==> src/rtl/psum_drain_pkg.sv <==
`default_nettype none
// ============================================================================
// Module   : psum_drain_pkg
// Purpose  : Shared accelerator constants and drain state encoding.
// Revision : 1.0 - initial release
// ============================================================================
package psum_drain_pkg;

    localparam int PSUM_W     = 20;
    localparam int LANES      = 10;
    localparam int DEF_ADDR_W = 12;

    typedef enum logic [0:0] {
        IDLE = 1'b0,
        SEND = 1'b1
    } state_t;

endpackage
`default_nettype wire

==> src/rtl/psum_relu.sv <==
`default_nettype none
// ============================================================================
// Module   : psum_relu
// Purpose  : Optional ReLU clamp on a two's complement value, no width change.
// Revision : 1.0 - initial release
// ============================================================================
module psum_relu
    import psum_drain_pkg::*;
#(
    parameter int W = PSUM_W
) (
    input  logic [W-1:0] i_data,
    input  logic         i_en,
    output logic [W-1:0] o_data
);

    assign o_data = (i_en && i_data[W-1]) ? '0 : i_data;

endmodule
`default_nettype wire

==> src/rtl/psum_drain.sv <==
`default_nettype none
// ============================================================================
// Module   : psum_drain
// Purpose  : Captures a row of partial sums and streams one lane per beat.
// Revision : 1.0 - initial release
// ============================================================================
module psum_drain
    import psum_drain_pkg::*;
#(
    parameter int LANES  = psum_drain_pkg::LANES,
    parameter int W      = PSUM_W,
    parameter int ADDR_W = DEF_ADDR_W
) (
    input  logic                clk,
    input  logic                rst,
    input  logic                load,
    output logic                load_ready,
    input  logic [LANES*W-1:0]  in_data,
    input  logic [ADDR_W-1:0]   base_addr,
    input  logic                relu_en,
    output logic                out_valid,
    input  logic                out_ready,
    output logic [W-1:0]        out_data,
    output logic [ADDR_W-1:0]   out_addr,
    output logic                out_last,
    output logic                done
);

    localparam int                 c_IDX_W = $clog2(LANES);
    localparam logic [c_IDX_W-1:0] c_LAST  = c_IDX_W'(LANES - 1);

    state_t              r_state;
    logic [W-1:0]        r_lanes [LANES];
    logic [ADDR_W-1:0]   r_base;
    logic                r_relu;
    logic [c_IDX_W-1:0]  r_idx;

    logic [c_IDX_W-1:0]  w_nxt_idx;
    logic [W-1:0]        w_relu_din;
    logic                w_relu_en;
    logic [W-1:0]        w_relu_dout;

    // Outputs are pre-computed for the lane that will be presented next, so
    // the beat registers never depend combinationally on out_ready.
    assign w_nxt_idx  = (r_idx == c_LAST) ? '0 : r_idx + 1'b1;
    assign w_relu_din = (r_state == IDLE) ? in_data[W-1:0] : r_lanes[w_nxt_idx];
    assign w_relu_en  = (r_state == IDLE) ? relu_en : r_relu;

    psum_relu #(
        .W (W)
    ) u_relu (
        .i_data (w_relu_din),
        .i_en   (w_relu_en),
        .o_data (w_relu_dout)
    );

    always_ff @(posedge clk) begin
        if (rst) begin
            r_state    <= IDLE;
            r_base     <= '0;
            r_relu     <= 1'b0;
            r_idx      <= '0;
            load_ready <= 1'b1;
            out_valid  <= 1'b0;
            out_data   <= '0;
            out_addr   <= '0;
            out_last   <= 1'b0;
            done       <= 1'b0;
            for (int i = 0; i < LANES; i++) begin
                r_lanes[i] <= '0;
            end
        end else begin
            done <= 1'b0;
            case (r_state)
                IDLE: begin
                    if (load) begin
                        for (int i = 0; i < LANES; i++) begin
                            r_lanes[i] <= in_data[i*W +: W];
                        end
                        r_base     <= base_addr;
                        r_relu     <= relu_en;
                        r_idx      <= '0;
                        load_ready <= 1'b0;
                        out_valid  <= 1'b1;
                        out_data   <= w_relu_dout;
                        out_addr   <= base_addr;
                        out_last   <= (c_LAST == '0);
                        r_state    <= SEND;
                    end
                end
                SEND: begin
                    if (out_ready) begin
                        if (r_idx == c_LAST) begin
                            load_ready <= 1'b1;
                            out_valid  <= 1'b0;
                            out_last   <= 1'b0;
                            done       <= 1'b1;
                            r_state    <= IDLE;
                        end else begin
                            r_idx    <= w_nxt_idx;
                            out_data <= w_relu_dout;
                            out_addr <= r_base + ADDR_W'(w_nxt_idx);
                            out_last <= (w_nxt_idx == c_LAST);
                        end
                    end
                end
                default: r_state <= IDLE;
            endcase
        end
    end

endmodule
`default_nettype wire

==> config.mk <==
export PLATFORM = sky130hd
export DESIGN_NAME = psum_drain
export DESIGN_NICKNAME = d
export VERILOG_FILES = /design/src/rtl/psum_drain_pkg.sv /design/src/rtl/psum_relu.sv /design/src/rtl/psum_drain.sv
export SDC_FILE = /design/constraint.sdc
export NUM_CORES = 1
export LEC_CHECK = 0
export ABC_AREA = 1
export BUFFER_PORTS_ARGS = -buffer_cell sky130_fd_sc_hd__clkbuf_2
export CAP_MARGIN = 20
export CORE_MARGIN = 10
export CORE_UTILIZATION = 60
export DETAILED_ROUTE_END_ITERATION = 6
export MAX_ROUTING_LAYER = met4
export PLACE_DENSITY_LB_ADDON = 0.3
export SYNTH_ARGS = -nofsm -noshare
export SYNTH_HDL_FRONTEND = slang
export SYNTH_SLANG_ARGS = --single-unit
==> constraint.sdc <==
create_clock -name clk -period 11.65 [get_ports clk]
set_input_delay 1.165 -clock clk [delete_from_list [all_inputs] [get_ports clk]]
set_output_delay 1.165 -clock clk [all_outputs]
set_load 0.005 [all_outputs]
Word level (Yosys, flattened, before mapping)
Memory sizes are Yosys's and may differ from the RTL's.
Index checks and enable logic that the tools add are counted.

storage, ports and cells
  bits in registers = 54
  latch bits = 0
  memory bits (writable) = 200
  ROM bits = 0
  input bits = 217
  output and inout bits = 36
  memories kept = 1

memory list
  memory   words  bits a word  read ports  clocked after memory_dff  write ports  RTL line          RTL
  r_lanes  10     20           1           0                         10           psum_drain.sv:33  logic [W-1:0] r_lanes [LANES];

operators by class
  add/subtract/negate cells = 2
  multiply operators = 0
  divide/modulo/power cells = 0
  $lt $le $gt $ge = 0
  eq/ne operators = 6
  shifts and indexed selects = 0
  muxes and demuxes = 47
  bitwise gates (word level) = 12
  reductions and logical operators = 6

operator list
  operator                                                count
  2-to-1 mux 20 bit                                       15
  case mux 20 bit (2 select lines)                        1
  2-to-1 mux 12 bit                                       3
  case mux 12 bit (2 select lines)                        1
  2-to-1 mux 1 bit                                        18
  2-to-1 mux 4 bit                                        4
  adder 12 x 4 -> 12 bit                                  1
  bitwise OR 1 bit                                        10
  == test 4 bit (second input constant)                   2
  case mux 1 bit (2 select lines)                         4
  case mux 4 bit (2 select lines)                         1
  inequality test 2 bit (second input constant)           3
  AND reduction 3 bit                                     2
  adder 4 x 1 -> 4 bit (second input constant)            1
  AND reduction 2 bit                                     2
  OR reduction 3 bit                                      1
  inequality test 2 x 1 -> 1 bit (second input constant)  1
  inverter 1 bit                                          2
  logical AND 1 bit                                       1

Longest topological paths before layout
Gate-level depths: netlist of the first run.
An unclocked memory read counts as a cell.

  depth in word-level cells = 9
  depth in mapped cells = 17
  gate-level depth less buffers = 15

Modules after synthesis
Synthesis of the first run repeated with hierarchy kept, for this count alone.

second synthesis, totals
  cell total of the unflattened synthesis = 1426
  area total of the unflattened synthesis = 12284.3 µm²

modules (own cells, without submodules)
  module      instances  cells each  area each (µm²)  sequential area each (µm²)
  psum_drain  1          1382        12075.3          7086.8
  psum_relu   1          44          209.0            0.0

Least setup slack after synthesis of the first run
No wires, ideal clock.

  path kind = input to register
  start point = in load
  end point = mem r_lanes[0][0] in the netlist's numbering (enable)
  setup time = 1637 ps
  data arrival time = 4693 ps
  data required time = 10013 ps
  slack = 5320 ps
  stages on the path = 2
  buffers on the path = 0
  path through = nand2_1 -> nand2_1

RTL lines
  item             RTL line          RTL
  start, declared  psum_drain.sv:16  input logic load,
  end, declared    psum_drain.sv:33

==> impl_summary.log, run 1 <==
[metrics] status: complete, no violations
[metrics] I/O Pins: 253
[metrics] Total Routed Length: 33820 um
[metrics] Synth Warn #: 0
[metrics] Worst-path clk slew: 0.06 ns
[metrics] main combinational cell family by area after synthesis: simple AND/OR/NAND/NOR gates
[metrics] Antenna Nets Post-Route: 0
[metrics] most frequent standard cell in the layout excluding fill and tap cells: sky130_fd_sc_hd__inv_1
[metrics] DRT Pass-1 Iters: 6
[metrics] initial core utilization: 61.30%
[metrics] placed wire-length estimate after detailed placement: 23690 um
[metrics] Total Die Area: 0.02690 mm^2
[metrics] maximum clock path buffer count: 3
[metrics] hold slack: 0.4669 ns
[metrics] number of buffers created by CTS: 27
[metrics] clock tree from TritonCTS: done
[metrics] most frequent cells in the layout: sky130_fd_sc_hd__inv_1 (289), sky130_fd_sc_hd__nand2_1 (284), sky130_fd_sc_hd__clkbuf_2 (252)
[metrics] routed length per instance: 17.25 um
[metrics] net count reported at finish: 1897
[metrics] via-per-instance ratio: 5.260
[metrics] portion of the post-synthesis area used by sequential elements: 56.95%
[metrics] chip height: 164.0 um
[metrics] final global-route overflow total: 0
[metrics] Std-Cell Core Area: 0.02030 mm^2
[metrics] required time of the worst setup path: 11.88 ns
[metrics] final worst path period need: 3.718 ns
[metrics] number of global-route vias before repair: 9990
[metrics] number of maximum-capacitance constraint violations: 0
[metrics] maximum fanout count along the critical path: 109
[metrics] proportion of synthesized area in mux cells: 0%
[metrics] measured slew at the worst slew-check pin: 1.138 ns
[metrics] peak ir drop on the vdd network: 128.0 uV
[metrics] buffer type at the clock tree root: sky130_fd_sc_hd__clkbuf_16
[metrics] hold buffers post-CTS: 0
[metrics] number of port buffers: 252
[metrics] routability congestion estimate from global placement: 0.8916
[metrics] count of cells resized by post-cts repair: 0
[metrics] floorplan row count: 52
[metrics] count of placed standard cells in the final layout, fillers left out: 1960
[metrics] total inserted antenna cells: 0
[metrics] net count after synthesis: 1685
[metrics] CP Launch Type: input pin
[metrics] worst clock skew: 0.01158 ns
[metrics] overall global routing resource usage: 24.99%
[metrics] number of clock sinks seen by CTS: 254
[metrics] H-tree depth: 1
[metrics] setup-violating endpoint count in the final report: 0
[metrics] reported leakage power: 0.007241 uW
[metrics] Max transition margin: 24.11%
[metrics] Synth Area in Compound Gates: 6.124%
[metrics] sum of internal, switching and leakage power: 2242 uW
[metrics] fraction of the mapped netlist area in adder cells: 0.9653%
[metrics] DRT iter0 DRCs: 1188
[metrics] number of setup buffers added after CTS: 0
[metrics] power density over the cells: 153.8 mW/mm^2
[metrics] achievable frequency: 0.2689 GHz
[metrics] antenna violations before repair: 0
[metrics] instance count of the mapped netlist: 1459
[metrics] summed negative setup slack over all endpoints: 0 ns
[metrics] setup repair after global routing missed its margin: false
[metrics] library cells used by synthesis: 33
[metrics] Synth Register Bits: 254
[metrics] critical path endpoint category: flop
[metrics] Synth-to-Final Area Change: 17.18%
[metrics] simple-gate share of the synthesized area: 23.32%
[metrics] class of the worst hold path: flop to flop
[metrics] source-to-sink clock delay at the later pin of the worst-skew pair: 0.53 ns
[metrics] share of cells above drive strength 1: 20.00%
[metrics] via count of the routed design: 10309
[metrics] fraction of synthesized cell area in xor and xnor cells: 0.2815%
[metrics] category of the most critical setup path: input pin to flop
[metrics] endpoints failing hold: 0
[metrics] arrival time worst endpoint: 3.95 ns
[metrics] Slew Limit Fails: 0
[metrics] average instance area after synthesis: 8.529 um^2
[metrics] fin crit share: 31.92%
[metrics] Placed Instances: 1911
[metrics] post-route DRC violation count: 0
[metrics] wire length of the first global-routing pass: 52110 um
[metrics] Chip Width: 164.0 um
[metrics] pin count of the biggest net entering global routing: 110
[metrics] Post-Syn Area: 0.01244 mm^2
cells by family (layout without fill, tap and decap cells):
group | Yosys count | in the layout
compound gates | 134 | 134
xor+xnor | 4 | 4
fa+ha+maj | 9 | 9
buf+inv | 377 | 608
flops | 254 | 254
simple gates | 681 | 681
registers in the layout (all words and copies together), names as in the netlist:
signal and flops:
done 1, out_data 20, load_ready 1, r_state 1, out_addr 12, r_relu 1
out_valid 1, out_last 1, r_lanes 200, r_idx 4, r_base 12
report_power, final:
part	total (uW)	switching (uW)	internal, uW	leakage, uW
Clock	834	341	493	0.000419
Sequential	1080	25.8	1050	0.00261
Combinational	331	222	109	0.00422
Total	2240	588	1650	0.00724
cell usage after synthesis (all sizes together):
cell type	count	area share, %
inv	299	9.0
nand2	289	8.8
nor2	226	6.9
edfxtp	200	48
nand3	156	7.1
a21oi	63	2.7
buf	59	2.8
dfxtp	54	8.7
o21ai	34	1.4
clkbuf	19	0.57
o211ai	18	1.1
a31oi	13	0.65
ha	8	0.80
nand4	4	0.25
xor2	4	0.28
a211oi	3	0.18
nor3	3	0.12
o22ai	3	0.15
nand3b	2	0.12
fa	1	0.16
or2	1	0.050
layer usage:
layer	global-route usage, %	vias up	part of all wire [%]
met5	-	-	0
met1	32.50	4717	40
met3	3.805	68	9.2
met4	7.758	0	3.1
li1	-	5009	-
met2	39.83	515	47
stage by stage:
stage / worst slack (ns) / area (um^2) / utilization (%)
after floorplan: 5.320 / 12440 / -
after global placement: 7.526 / 13700 / 67.50
after detailed placement: 7.416 / 13700 / 67.50
after CTS: 7.976 / 14550 / 71.70
after global routing: 7.692 / 14580 / 71.83
final: 7.932 / 14580 / 71.83
worst max-delay path: stages:
cell	delay [ns]
sky130_fd_sc_hd__clkbuf_2	0.55
sky130_fd_sc_hd__nor2_1	0.45
sky130_fd_sc_hd__inv_6	0.58
sky130_fd_sc_hd__buf_4	0.94
sky130_fd_sc_hd__nor2_1	0.12
worst paths after layout:
path	start	endpoint	slack (ns)	cells after the start
setup / recovery	rst	r_lanes[7][9]	7.93	5
hold / removal	out_addr[10]	out_addr[10]	0.47	2
setup reg to reg	r_idx[0]	out_addr[11]	8.12	13
hold reg to reg	out_addr[10]	out_addr[10]	0.47	2
final cells by class:
class | instances | area [um^2]
inverters | 299 | 1127
multi-input cells | 828 | 3830
flip-flops and latches | 254 | 7087
repair buffers | 261 | 1349
well taps | 270 | 337.8
clock inverters | 12 | 141.4
fillers | 1586 | 5718
clock buffers | 36 | 709.4
(Power assumes the default switching activity.)
==> run 2, diff against run 1 <==
- ABC_AREA: 1 -> 0
- CORE_UTILIZATION: 60 -> 55
- clock period: 11.65 -> 3.9 ns (I/O delays scaled with it)
==> run 2 against run 1 <==
Net effect:
- clock skew barely moved
- worst hold slack got worse by 0.37 ns
- non-clock buffer count rose by 13
- sequential share of layout area rose by 2.1 points
- critical path type is now flop to flop
- critical endpoint is now out_addr[7]
- largest power group unchanged
==> impl_summary.log, run 2 <==
[metrics] post-route design area: 0.01398 mm^2 (was 0.01458 mm^2)
[metrics] Total Die Area: 0.02724 mm^2 (was 0.02690 mm^2)
[metrics] wire length of the first global-routing pass: 47470 um (was 52110 um)
[metrics] most frequent standard cell in the layout excluding fill and tap cells: sky130_fd_sc_hd__clkbuf_2 (was sky130_fd_sc_hd__inv_1)
[metrics] critical path's most frequent cell: sky130_fd_sc_hd__ha_1 (was sky130_fd_sc_hd__nor2_1)
[metrics] routed length per instance: 20.42 um (was 17.25 um)
[metrics] Synth area leaders: sky130_fd_sc_hd__edfxtp_1 (52%), sky130_fd_sc_hd__and2_1 (11%), sky130_fd_sc_hd__dfxtp_1 (9.3%) (was sky130_fd_sc_hd__edfxtp_1 (48%), sky130_fd_sc_hd__inv_1 (8.7%), sky130_fd_sc_hd__dfxtp_1 (8.7%))
[metrics] Worst R2R End: out_addr[7] (was out_addr[11])
[metrics] GRT met1 Usage: 28.31% (was 32.50%)
[metrics] Max transition margin: 25.84% (was 24.11%)
[metrics] most frequent cells in the layout: sky130_fd_sc_hd__clkbuf_2 (252), sky130_fd_sc_hd__and2_1 (200), sky130_fd_sc_hd__edfxtp_1 (200) (was sky130_fd_sc_hd__inv_1 (289), sky130_fd_sc_hd__nand2_1 (284), sky130_fd_sc_hd__clkbuf_2 (252))
[metrics] maximum fanout count along the critical path: 29 (was 109)
[metrics] I/O Pins: 253 (unchanged)
[metrics] number of clock sinks seen by CTS: 254 (unchanged)
[metrics] floorplan row count: 53 (was 52)
[metrics] measured slew at the worst slew-check pin: 1.112 ns (was 1.138 ns)
[metrics] Synth Warn #: 0 (unchanged)
[metrics] number of buffers created by CTS: 26 (was 27)
[metrics] Synth Register Bits: 254 (unchanged)
[metrics] number of port buffers: 252 (unchanged)
[metrics] via count of the routed design: 8540 (was 10309)
[metrics] Post-synth EDFFs: 200 (unchanged)
[metrics] critical register-to-register path startpoint: r_idx[0] (unchanged)
[metrics] endpoints failing hold: 0 (unchanged)
[metrics] net count after synthesis: 1256 (was 1685)
[metrics] M2 GR Usage: 38.47% (was 39.83%)
[metrics] clock tree from TritonCTS: done (unchanged)
[metrics] hold buffers post-CTS: 0 (unchanged)
[metrics] post-route DRC violation count: 0 (unchanged)
[metrics] post-synth top area cell: sky130_fd_sc_hd__edfxtp_1 (unchanged)
[metrics] final worst path period need: 3.361 ns
[metrics] Std-Cell Core Area: 0.02089 mm^2 (was 0.02030 mm^2)
[metrics] pin count of the biggest net entering global routing: 142 (was 110)
[metrics] antenna violations before repair: 2 (was 0)
[metrics] category of the most critical setup path: flop to flop (was input pin to flop)
[metrics] required time of the worst setup path: 4.32 ns (was 11.88 ns)
[metrics] register containing the most flip-flops in the final layout: r_lanes (unchanged)
[metrics] achievable frequency: 0.2975 GHz
[metrics] top cell types by occurrence after synthesis: sky130_fd_sc_hd__and2_1 (200), sky130_fd_sc_hd__edfxtp_1 (200), sky130_fd_sc_hd__nand2_1 (132) (was sky130_fd_sc_hd__inv_1 (289), sky130_fd_sc_hd__nand2_1 (285), sky130_fd_sc_hd__nor2_1 (225))
[metrics] count of cells resized by post-cts repair: 0 (unchanged)
[metrics] Synth async-reset ratio: 0% (unchanged)
[metrics] share of cells above drive strength 1: 26.27% (was 20.00%)
[metrics] arrival time worst endpoint: 3.78 ns (was 3.95 ns)
[metrics] setup-violating endpoint count in the final report: 0 (unchanged)
[metrics] H-tree depth: 1 (unchanged)
[metrics] most congested layer reported by global routing: met2 (unchanged)
[metrics] CP peak stage delay: 0.43 ns (was 0.94 ns)
[metrics] fin crit share: 86.18%
[metrics] chip height: 165.0 um (was 164.0 um)
[metrics] worst hold path cell count: 3 (was 2)
[metrics] setup repair after global routing missed its margin: false (unchanged)
[metrics] routability congestion estimate from global placement: 1.011 (was 0.8916)
[metrics] number of maximum-capacitance constraint violations: 0 (unchanged)
[metrics] top cell type's share of synthesized area: 51.91% (was 48.27%)
[metrics] number of cell instances on the worst register-to-register path: 11 (was 13)
[metrics] Chip Width: 165.0 um (was 164.0 um)
[metrics] master of the slowest instance on the critical path: sky130_fd_sc_hd__a21oi_1 (was sky130_fd_sc_hd__buf_4)
[metrics] Worst-path clk slew: 0.06 ns (about the same)
[metrics] Antenna Nets Post-Route: 0 (unchanged)
[metrics] final global-route overflow total: 0 (unchanged)
[metrics] hold slack: 0.1015 ns (was 0.4669 ns)
[metrics] summed negative setup slack over all endpoints: 0 ns (unchanged)
[metrics] number of global-route vias before repair: 8639 (was 9990)
[metrics] Slew Limit Fails: 0 (unchanged)
[metrics] portion of the post-synthesis area used by sequential elements: 61.25% (was 56.95%)
[metrics] setup slack of the worst register-to-register path: 0.54 ns (was 8.12 ns)
[metrics] reported leakage power: 0.005800 uW (was 0.007241 uW)
[metrics] critical path endpoint category: flop (unchanged)
[metrics] total placed instance area: 0.01314 mm^2 (was 0.01370 mm^2)
[metrics] library cells used by synthesis: 55 (was 33)
[metrics] worst clock skew: 0.01181 ns (was 0.01158 ns)
[metrics] status: complete, no violations (unchanged)
[metrics] buffer type at the clock tree root: sky130_fd_sc_hd__clkbuf_16 (unchanged)
[metrics] maximum clock path buffer count: 3 (unchanged)
[metrics] initial core utilization: 55.39% (was 61.30%)
[metrics] peak ir drop on the vdd network: 283.7 uV (was 128.0 uV)
[metrics] via-per-instance ratio: 5.488 (was 5.260)
[metrics] placed wire-length estimate after detailed placement: 22610 um (was 23690 um)
[metrics] met3 layer usage reported by global route: 4.063% (was 3.805%)
[metrics] Synth-to-Final Area Change: 20.87% (was 17.18%)
[metrics] largest registers: r_lanes: 200 flops, out_data: 20 flops (unchanged)
[metrics] DRT Pass-1 Iters: 5 (was 6)
[metrics] instance count of the mapped netlist: 1030 (was 1459)
[metrics] power density over the cells: 446.8 mW/mm^2 (was 153.8 mW/mm^2)
[metrics] Endpoint, Worst Hold: r_base[8] (was out_addr[10])
[metrics] number of setup buffers added after CTS: 0 (unchanged)
[metrics] CP Launch Type: flop (was input pin)
[metrics] flip-flop count of the largest register after layout: 200 (unchanged)
[metrics] net count reported at finish: 1485 (was 1897)
[metrics] class of the worst hold path: input pin to flop (was flop to flop)
[metrics] most frequently used flop master after synthesis: sky130_fd_sc_hd__edfxtp_1 (unchanged)
[metrics] average instance area after synthesis: 11.23 um^2 (was 8.529 um^2)
[metrics] source of the worst hold timing path: base_addr[8] (was out_addr[10])
[metrics] overall global routing resource usage: 23.09% (was 24.99%)
[metrics] Post-Syn Area: 0.01157 mm^2 (was 0.01244 mm^2)
[metrics] cell breakdown of the critical path: buf_4, ha_1, a21boi_2, a21oi_4, inv_2, ha_1, a21o_1, a21oi_1, o21ai_0, and3_1, o41ai_1 (was clkbuf_2, nor2_1, inv_6, buf_4, nor2_1)
[metrics] DRT iter0 DRCs: 676 (was 1188)
[metrics] Total Routed Length: 31770 um (was 33820 um)
[metrics] source-to-sink clock delay at the later pin of the worst-skew pair: 0.53 ns (about the same)
## run 2: kinds of logic after synthesis
logic type                 synth area share [%]
and+or+nand+nor                           20.43
DFF                                       61.25
AOI/OAI and AO/OA                         11.38
buffers and inverters                     2.844
muxes                                     2.531
adders and majority gates                 1.038
xor gates and xnor gates                 0.5299
## run 2: worst max-delay path: cells and delay by family (launching register included)
family	cells	cell delay (ns)
and+or+nand+nor	1	0.20
AOI/OAI and AO/OA	6	1.38
DFF	1	0.34
buffers and inverters	2	0.73
adders and majority gates	2	0.59
## run 2: where the power goes
part | internal [uW] | switching (uW)
logic | 272 | 372
registers | 3130 | 78.1
clock network | 1400 | 992
## run 2: final cells by class
class | instances | area (um^2)
diodes | 2 | 5.005
clock inverters | 4 | 47.55
fillers | 1615 | 6904
repair buffers | 274 | 1501
clock buffers | 44 | 769.5
multi-input cells | 691 | 4183
inverters | 12 | 45.04
flip-flops and latches | 254 | 7089
well taps | 275 | 344.1
## run 2: metrics by stage
stage                     util, %  setup WS (ns)  std cells  total power, uW
after detailed placement    62.92         0.5482       1505             3910
after global placement      62.92         0.6376       1505             3895
after floorplan                 -         0.7222       1030             3602
final                       66.95         0.5391       1556             6249
after CTS                   66.83         0.5388       1553             6271
after global routing        66.95         0.2745       1556             6468
## run 2: metal layers
metal	vias to the layer above	wire length (um)
met5	-	0
met4	0	772
met3	57	2376
met2	368	15940
met1	3981	12690
li1	4134	-
## run 2: how the worst max path moves through the flow
stage / endpoint / cells after the start / startpoint
2_1_floorplan: out_addr[7] / 14 / r_idx[0]
3_3_place_gp: out_addr[7] / 11 / r_idx[0]
3_5_place_dp: out_addr[7] / 11 / r_idx[0]
4_1_cts: out_addr[7] / 11 / r_idx[0]
5_1_grt: out_addr[7] / 11 / r_idx[0]
6_report: out_addr[7] / 11 / r_idx[0]
